**src/rtl/bola.sv**
```systemverilog
// Ball engine for the two-player paddle game: serve, wall bounces, paddle hits and scoring.
// The ball advances one pixel per step; steps are paced by a speed accumulator.
module bola #(
    parameter int unsigned LIMIAR      = 2500000,
    parameter int unsigned VEL_BASE    = 10,
    parameter int unsigned VEL_MAX     = 60,
    parameter int unsigned TAM_BOLA    = 10,
    parameter int unsigned BARRA_LARG  = 20,
    parameter int unsigned BARRA_ALT   = 60,
    parameter int unsigned LIM_CIMA    = 0,
    parameter int unsigned LIM_BAIXO   = 480,
    parameter int unsigned LIM_ESQ     = 0,
    parameter int unsigned LIM_DIR     = 640,
    parameter int unsigned X_CENTRO    = 315,
    parameter int unsigned Y_CENTRO    = 235,
    parameter int unsigned TEMPO_PONTO = 50000000
) (
    input  logic       clk,
    input  logic       reset,
    input  logic       saque,
    input  logic [9:0] x_esq,
    input  logic [9:0] y_esq,
    input  logic [9:0] vel_esq,
    input  logic [9:0] x_dir,
    input  logic [9:0] y_dir,
    input  logic [9:0] vel_dir,
    output logic [9:0] x_bola,
    output logic [9:0] y_bola,
    output logic       ponto_esq,
    output logic       ponto_dir,
    output logic       em_jogo
);

    // state   | meaning
    // ESPERA  | ball parked at centre, waiting for the serve button
    // JOGANDO | ball in play, stepping whenever the accumulator reaches LIMIAR
    // PONTO   | point scored, ball frozen until the timer expires
    typedef enum logic [1:0] {ESPERA, JOGANDO, PONTO} estado_t;

    localparam logic [11:0] TAM   = 12'(TAM_BOLA);
    localparam logic [11:0] LARG  = 12'(BARRA_LARG);
    localparam logic [11:0] ALT   = 12'(BARRA_ALT);
    localparam logic [11:0] CIMA  = 12'(LIM_CIMA);
    localparam logic [11:0] BAIXO = 12'(LIM_BAIXO);
    localparam logic [11:0] ESQ   = 12'(LIM_ESQ);
    localparam logic [11:0] DIR   = 12'(LIM_DIR);

    estado_t     estado;
    logic        dx_dir;
    logic        dy_baixo;
    logic [10:0] vel;
    logic [31:0] acc;
    logic [31:0] timer;

    logic [11:0] xb, yb, xe, ye, xd, yd;
    logic        sobre_esq, sobre_dir, bate_esq, bate_dir, sai_esq, sai_dir;

    // Ball speed after a hit: base plus strike speed, clamped at VEL_MAX.
    function automatic logic [10:0] satura(input logic [9:0] v);
        logic [10:0] soma;
        soma = 11'(VEL_BASE) + {1'b0, v};
        return (soma > 11'(VEL_MAX)) ? 11'(VEL_MAX) : soma;
    endfunction

    assign xb = {2'b00, x_bola};
    assign yb = {2'b00, y_bola};
    assign xe = {2'b00, x_esq};
    assign ye = {2'b00, y_esq};
    assign xd = {2'b00, x_dir};
    assign yd = {2'b00, y_dir};

    always_comb begin
        sobre_esq = ((yb + TAM) > ye) && (yb < (ye + ALT));
        sobre_dir = ((yb + TAM) > yd) && (yb < (yd + ALT));
        bate_esq  = !dx_dir && (xb <= (xe + LARG)) && ((xb + TAM) > xe) && sobre_esq;
        bate_dir  = dx_dir && ((xb + TAM) >= xd) && (xb < (xd + LARG)) && sobre_dir;
        sai_esq   = !dx_dir && !bate_esq && (xb <= ESQ);
        sai_dir   = dx_dir && !bate_dir && ((xb + TAM) >= DIR);
    end

    always_ff @(posedge clk) begin
        if (reset) begin
            estado    <= ESPERA;
            x_bola    <= 10'(X_CENTRO);
            y_bola    <= 10'(Y_CENTRO);
            dx_dir    <= 1'b1;
            dy_baixo  <= 1'b1;
            vel       <= 11'(VEL_BASE);
            acc       <= '0;
            timer     <= '0;
            ponto_esq <= 1'b0;
            ponto_dir <= 1'b0;
            em_jogo   <= 1'b0;
        end else begin
            ponto_esq <= 1'b0;
            ponto_dir <= 1'b0;
            case (estado)
                ESPERA: begin
                    acc    <= '0;
                    x_bola <= 10'(X_CENTRO);
                    y_bola <= 10'(Y_CENTRO);
                    if (!saque) begin
                        estado  <= JOGANDO;
                        em_jogo <= 1'b1;
                        vel     <= 11'(VEL_BASE);
                    end
                end
                JOGANDO: begin
                    if (acc >= LIMIAR) begin
                        acc <= '0;
                        if (dy_baixo) begin
                            if ((yb + TAM) >= BAIXO) begin
                                dy_baixo <= 1'b0;
                                y_bola   <= y_bola - 10'd1;
                            end else begin
                                y_bola <= y_bola + 10'd1;
                            end
                        end else begin
                            if (yb <= CIMA) begin
                                dy_baixo <= 1'b1;
                                y_bola   <= y_bola + 10'd1;
                            end else begin
                                y_bola <= y_bola - 10'd1;
                            end
                        end
                        // A hit wins over a miss; the loser's side gets the next serve.
                        if (bate_esq) begin
                            dx_dir <= 1'b1;
                            x_bola <= x_bola + 10'd1;
                            vel    <= satura(vel_esq);
                        end else if (bate_dir) begin
                            dx_dir <= 1'b0;
                            x_bola <= x_bola - 10'd1;
                            vel    <= satura(vel_dir);
                        end else if (sai_esq) begin
                            dx_dir    <= 1'b0;
                            ponto_dir <= 1'b1;
                            estado    <= PONTO;
                            em_jogo   <= 1'b0;
                        end else if (sai_dir) begin
                            dx_dir    <= 1'b1;
                            ponto_esq <= 1'b1;
                            estado    <= PONTO;
                            em_jogo   <= 1'b0;
                        end else if (dx_dir) begin
                            x_bola <= x_bola + 10'd1;
                        end else begin
                            x_bola <= x_bola - 10'd1;
                        end
                    end else begin
                        acc <= acc + 32'(vel);
                    end
                end
                PONTO: begin
                    if (timer == TEMPO_PONTO - 1) begin
                        timer  <= '0;
                        x_bola <= 10'(X_CENTRO);
                        y_bola <= 10'(Y_CENTRO);
                        estado <= ESPERA;
                    end else begin
                        timer <= timer + 32'd1;
                    end
                end
                default: estado <= ESPERA;
            endcase
        end
    end

endmodule

```
**config.mk**
```make
export PLATFORM = sky130hd
export DESIGN_NAME = bola
export DESIGN_NICKNAME = d
export VERILOG_FILES = /design/src/rtl/bola.sv
export SDC_FILE = /design/constraint.sdc
export NUM_CORES = 1
export LEC_CHECK = 0
export ABC_AREA = 1
export CELL_PAD_IN_SITES_DETAIL_PLACEMENT = 0
export CELL_PAD_IN_SITES_GLOBAL_PLACEMENT = 2
export CORE_MARGIN = 10
export CORE_UTILIZATION = 33
export CTS_CLUSTER_DIAMETER = 100
export DETAILED_ROUTE_END_ITERATION = 7
export GPL_ROUTABILITY_DRIVEN = 0
export PLACE_DENSITY_LB_ADDON = 0.2
export RECOVER_POWER = 50
export SLEW_MARGIN = 20
export SYNTH_ARGS = -nofsm -noshare
export SYNTH_HDL_FRONTEND = slang
export SYNTH_SLANG_ARGS = --single-unit
```
**constraint.sdc**
```tcl
create_clock -name clk -period 4.99 [get_ports clk]
set_clock_uncertainty 0.1 [all_clocks]
set_input_delay 1.497 -clock clk [delete_from_list [all_inputs] [get_ports clk]]
set_output_delay 1.497 -clock clk [all_outputs]
set_load 0.02 [all_outputs]
```
Yosys cells after proc, flatten, opt, wreduce, memory -nomap -nowiden:

Index checks and enable logic that the tools add are counted.

* register bits: 102
* input port bits: 63
* output and inout bits: 23
* logic and storage cells: 130

* add/subtract/negate cells: 14
* magnitude comparators: 15
* equal/unequal tests: 12
* multiplexer cells: 48
* bitwise logic cells: 2
* reductions and logical operators: 28

Operators with widths (count)
* $mux W10: 12
* $mux W11: 6
* $mux W32: 2
* $pmux W32 S2: 1
* $pmux W10 S3: 2
* $gt A12 B10 Y1: 3
* $lt A10 B11 Y1: 3
* $add A32 B1 Y32 const B: 1
* $add A32 B11 Y32: 1
* $eq A32 B26 Y1 const B: 1
* $ge A32 B22 Y1 const B: 1
* $add A10 B4 Y11 const B: 2
* $add A10 B5 Y11 const B: 2
* $add A10 B6 Y11 const B: 2
* $add A4 B10 Y11 const A: 2
* $gt A11 B6 Y1 const B: 2
* $pmux W11 S2: 1
* $add A10 B1 Y10 const B: 2
* $le A10 B1 Y1 const B: 2
* $sub A10 B1 Y10 const B: 2
* $mux W1: 15
* $mux W2: 7
* $ge A12 B10 Y1: 1
* $logic_and A1 B1 Y1: 12
* other kinds (23): 34

Longest topological paths before layout:

Gate-level depths: netlist (run 1).

* depth after elaboration: 14
* depth in mapped cells: 25
* depth with buffers taken out: 24

Worst setup path after synthesis (run 1):

OpenSTA, ideal clock, no wires.

* path type: input to register
* from: input port x_esq[2]
* to: register x_bola[7]
* setup time: 0.112 ns
* arrival time: 3.731 ns
* data required time: 4.778 ns
* path slack: 1.047 ns
* stages: 20
* buffers on the path: 0
* path through: ha_1 nor2_1 nor2_2 nand3_1 xor2_1 ha_1 nand2_1 nand3b_1 nor2_1 nand2_1 a21oi_1 nor2_8 nand2_8 nand2_4 nand2_8 nand2_8 nand2_8 nand2_2 nand2_1 nor2_2

* longest elaborated chain between the ends: 10
* elaborated cells on any way between the ends: 15
* those cells by class: add/sub: 1; order compare: 2; eq/ne: 2; mux: 3; reduce/logical: 7

Ends and longest elaborated chain
* start: declaration: RTL line 21 `input logic [9:0] x_esq,`
* $add A10 B5 Y11: RTL line 75 `bate_esq = !dx_dir && (xb <= (xe + LARG)) && ((xb + TAM) > xe) && sobre_esq;`
* $le A10 B11 Y1: RTL line 75
* $logic_and A1 B1 Y1: RTL line 75
* $logic_and A1 B1 Y1 * (2 in series): RTL line 75
* $logic_not A1 Y1: RTL line 77 `sai_esq = !dx_dir && !bate_esq && (xb <= ESQ);`
* $logic_and A1 B1 Y1 (2 in series): RTL line 77
* $ne A4 B4 Y1 (no source line)
* $reduce_and A5 Y1 (no source line)
* end signal: assignment: RTL line 84 `x_bola <= 10'(X_CENTRO);`
* end signal: assignment: RTL line 100 `x_bola <= 10'(X_CENTRO);`
* end signal: assignment: RTL line 129 `x_bola <= x_bola + 10'd1;`
* end: declaration: RTL line 27 `output logic [9:0] x_bola,`

Mark *: on every way between the ends. The rest lies on a longest branch, timed or not. The select of a mux whose other input is x is not followed.
A chain may end at the register's enable or synchronous reset.

Worst setup path after layout (run 1):

Same ends and word-level chain as after synthesis.

==> flow_summary.yaml, run 1 <==
floorplan:
  rows: 62
  dieHeight_um: 190.6
  die-area_um2: 36340
  start_util: 0.3348
  pin_count: 86
  fp.dieW_um: 190.6
  core_area_um2: 28700
cts:
  hold_buffers: 0
  cts-root-buf: "clkbuf_16"
  cts_buffer_depth: 2
  cts_setup_buffers: 0
  cts-htree-levels: 3
  clk_transition_reported_paths_ns: 0.08
  cts_tree: "built"
  numCtsBuffers: 9
  cts_resized: 0
  clock-sinks: 102
  clkLatencyLatePin_ns: 0.36
timing:
  hold_violations: 0
  min_period_ns: 4.534
  setup_viol: 0
  max_freq_mhz: 220.5
  max-slew-margin-rel: -0.7364
  fin_crit_sh: 0.9086
  hold_slack_ns: 0.3312
  slew_violations: 51
  rsz0062_at_grt: "no"
  tightest_slew_ns: 2.605
  final.setup.tns_ns: 0
grt:
  antenna_found_initial: 0
  gr-total-overflow: 0
  grt_usage: 0.1536
  grt_first_pass_wirelength_um: 46350
  grt_pass1_vias: 9122
  grt_max_degree: 51
pwr:
  p_leak_nw: 4.990
  ir_worst_vdd_mv: 0.1507
  p_per_area_nw_per_um2: 268.6
synth:
  synth_warnings: 0
  synth_edf_count: 0
  yosysTopAreaCell: "dfxtp_1"
  synth_top_area_share: 0.2125
  syn_avg_cell_area_um2: 6.622
  syn_inst: 1451
  syn-num-nets: 1620
  async_flop_share: 0
  ys_types: 50
  synth_area_um2: 9609
  yosys_register_bits: 102
  synth_seq_area_share: 0.2125
  synth-main-ff-cell: "dfxtp_1"
  ys_top_cells_by_area: "dfxtp_1, nand2_1, ha_1"
drt:
  drc_errors: 0
  routed_wirelength_um: 27680
  via_per_inst: 4.798
  num_vias: 9154
  wl_per_cell_um: 14.51
  drtIter0Drc: 485
  first_pass_iters: 5
  drt.antenna.violating_nets: 0
final_layout:
  antenna_cells: 0
  drive_above_1_share: 0.05971
  fin_nets: 1688
  syn_to_final_growth_pct: 15.20
status:
  outcome: "finished with violations"
  violations: "capacitance limit, slew limit"
placement:
  numPortBuffers: 85
  hpwl_um: 21940
critical_path:
  required_ns: 5.14
  worstPathMaxFanout: 19
  crit_path_end_kind: "register"
  cp.arrival_ns: 4.68
  cp-start-kind: "primary input"
  crit_type: "in2reg"
min_path:
  worstHoldPathType: "reg2reg"
run:
  drv_cap: 1
layer usage:
metal  GRT usage  routed length [µm]
met2      0.2619               12930
met1      0.2036               13640
met4     0.03664                 303
met3     0.01463                 799
met5           0                   0
cell type report:
class / instances / area [µm²]
inverter: 178 / 670.6
tap: 384 / 480.5
multi-input combinational: 1135 / 6694
timing repair buffer: 93 / 893.4
fill: 3083 / 17630
clock inverter: 6 / 50.05
sequential: 102 / 2042
clock buffer: 10 / 239.0
power by group:
part	switching, mW	internal, mW	leakage [nW]
logic	0.814	0.508	4.02
registers	0.0945	0.853	0.826
clock network	0.343	0.361	0.147
state kept, by name, summed over array words and instances (netlist names):
name       count
acc           32
vel           11
y_bola        10
x_bola        10
dy_baixo       1
dx_dir         1
em_jogo        1
ponto_esq      1
ponto_dir      1
estado         2
timer         32
synth_stat cells (15+ instances only):
cell,instances
o21ai_0,45
inv_1,166
nor4_1,15
a21oi_1,89
dfxtp_1,102
xor2_1,76
nand4_1,36
clkbuf_1,18
nand2_1,355
nand3_1,95
nor2_1,147
xnor2_1,15
ha_1,105
nor3_1,34
path summary, 6_finish.rpt:
kind | start | endpoint | slack (ns) | cells after the start
min reg2reg | acc[31] | acc[31] | 0.33 | 2
max reg2reg | y_bola[2] | x_bola[7] | 1.28 | 20
max | x_esq[2] | x_bola[7] | 0.46 | 21
min | acc[31] | acc[31] | 0.33 | 2
kinds of logic after synthesis:
family	after synthesis	share of synthesized area
and+or+nand+nor	753	0.3668
buffers and inverters	214	0.09050
AOI/OAI and AO/OA	185	0.1085
adders and majority gates	106	0.1388
DFF	102	0.2125
xor gates and xnor gates	91	0.08294
metrics by stage:
step / instance area (µm²) / instances / setup slack [ns] / utilization / power [mW]
2_1_floorplan: 9609 / 1451 / 1.047 / - / 1.899
3_3_place_gp: 10800 / 1892 / 0.1282 / 0.3764 / 2.311
3_5_place_dp: 10800 / 1892 / 0.1015 / 0.3764 / 2.305
4_1_cts: 11090 / 1908 / 0.4641 / 0.3865 / 3.029
5_1_grt: 11070 / 1908 / 0.1318 / 0.3857 / 3.242
6_report: 11070 / 1908 / 0.4558 / 0.3857 / 2.973
critical path, stage by stage:
cell and delay (ns):
clkdlybuf4s50_1 0.52, inv_1 0.07, o21ai_0 0.28, nand3_1 0.18, xor2_1 0.16, inv_1 0.06
ha_1 0.29, nand2_1 0.06, nand3b_1 0.17, nor2_1 0.10, nand2_1 0.07, a21oi_1 0.39
nor2_8 0.11, nand2_8 0.15, nand2_4 0.10, nand2_8 0.13, nand2_8 0.08, nand2_8 0.12
nand2_2 0.05, nand2_1 0.06, nor2_2 0.03
cell usage in the layout (no fill, tap or decap), types with 5 or more instances in the layout:
cell,netlist,routed
inv_1,166,166
inv_2,9,9
o21ai_1,9,9
nand2_2,10,9
o211ai_1,8,8
o21bai_1,7,7
nor3b_1,7,7
nor2_2,10,10
a21oi_1,89,90
nand3b_1,7,7
ha_1,105,105
nor2_4,7,8
nor3_1,34,34
o21ai_0,45,45
dfxtp_1,102,102
nand3_1,95,96
buf_4,5,5
or2_2,5,5
clkdlybuf4s50_1,0,82
clkbuf_16,0,9
nand2_1,355,356
nand3_2,9,8
nand2_4,6,6
xnor2_1,15,15
xor2_1,76,76
nor4_1,15,15
nand4_1,36,36
nor2_1,147,146
o21a_1,6,6
(Power assumes the default switching activity.)
==> run 2, diff against run 1 <==
--- a/config.mk
+++ b/config.mk
@@ -10,7 +10,7 @@
 export CELL_PAD_IN_SITES_GLOBAL_PLACEMENT = 2
 export CORE_MARGIN = 10
 export CORE_UTILIZATION = 33
-export CTS_CLUSTER_DIAMETER = 100
+export CTS_CLUSTER_DIAMETER = 150
 export DETAILED_ROUTE_END_ITERATION = 7
 export GPL_ROUTABILITY_DRIVEN = 0
 export PLACE_DENSITY_LB_ADDON = 0.2
@@ -19,3 +19,4 @@
 export SYNTH_ARGS = -nofsm -noshare
 export SYNTH_HDL_FRONTEND = slang
 export SYNTH_SLANG_ARGS = --single-unit
+export TNS_END_PERCENT = 1
==> results of run 2 <==
No change in the layout: final DEF, timing and power equal those of run 1.
==> run 3, diff against run 2 <==
--- a/config.mk
+++ b/config.mk
@@ -11,6 +11,7 @@
 export CORE_MARGIN = 10
 export CORE_UTILIZATION = 33
 export CTS_CLUSTER_DIAMETER = 150
+export CTS_CLUSTER_SIZE = 24
 export DETAILED_ROUTE_END_ITERATION = 7
 export GPL_ROUTABILITY_DRIVEN = 0
 export PLACE_DENSITY_LB_ADDON = 0.2
==> results of run 3 <==
No change in the layout: final DEF, timing and power equal those of run 1.
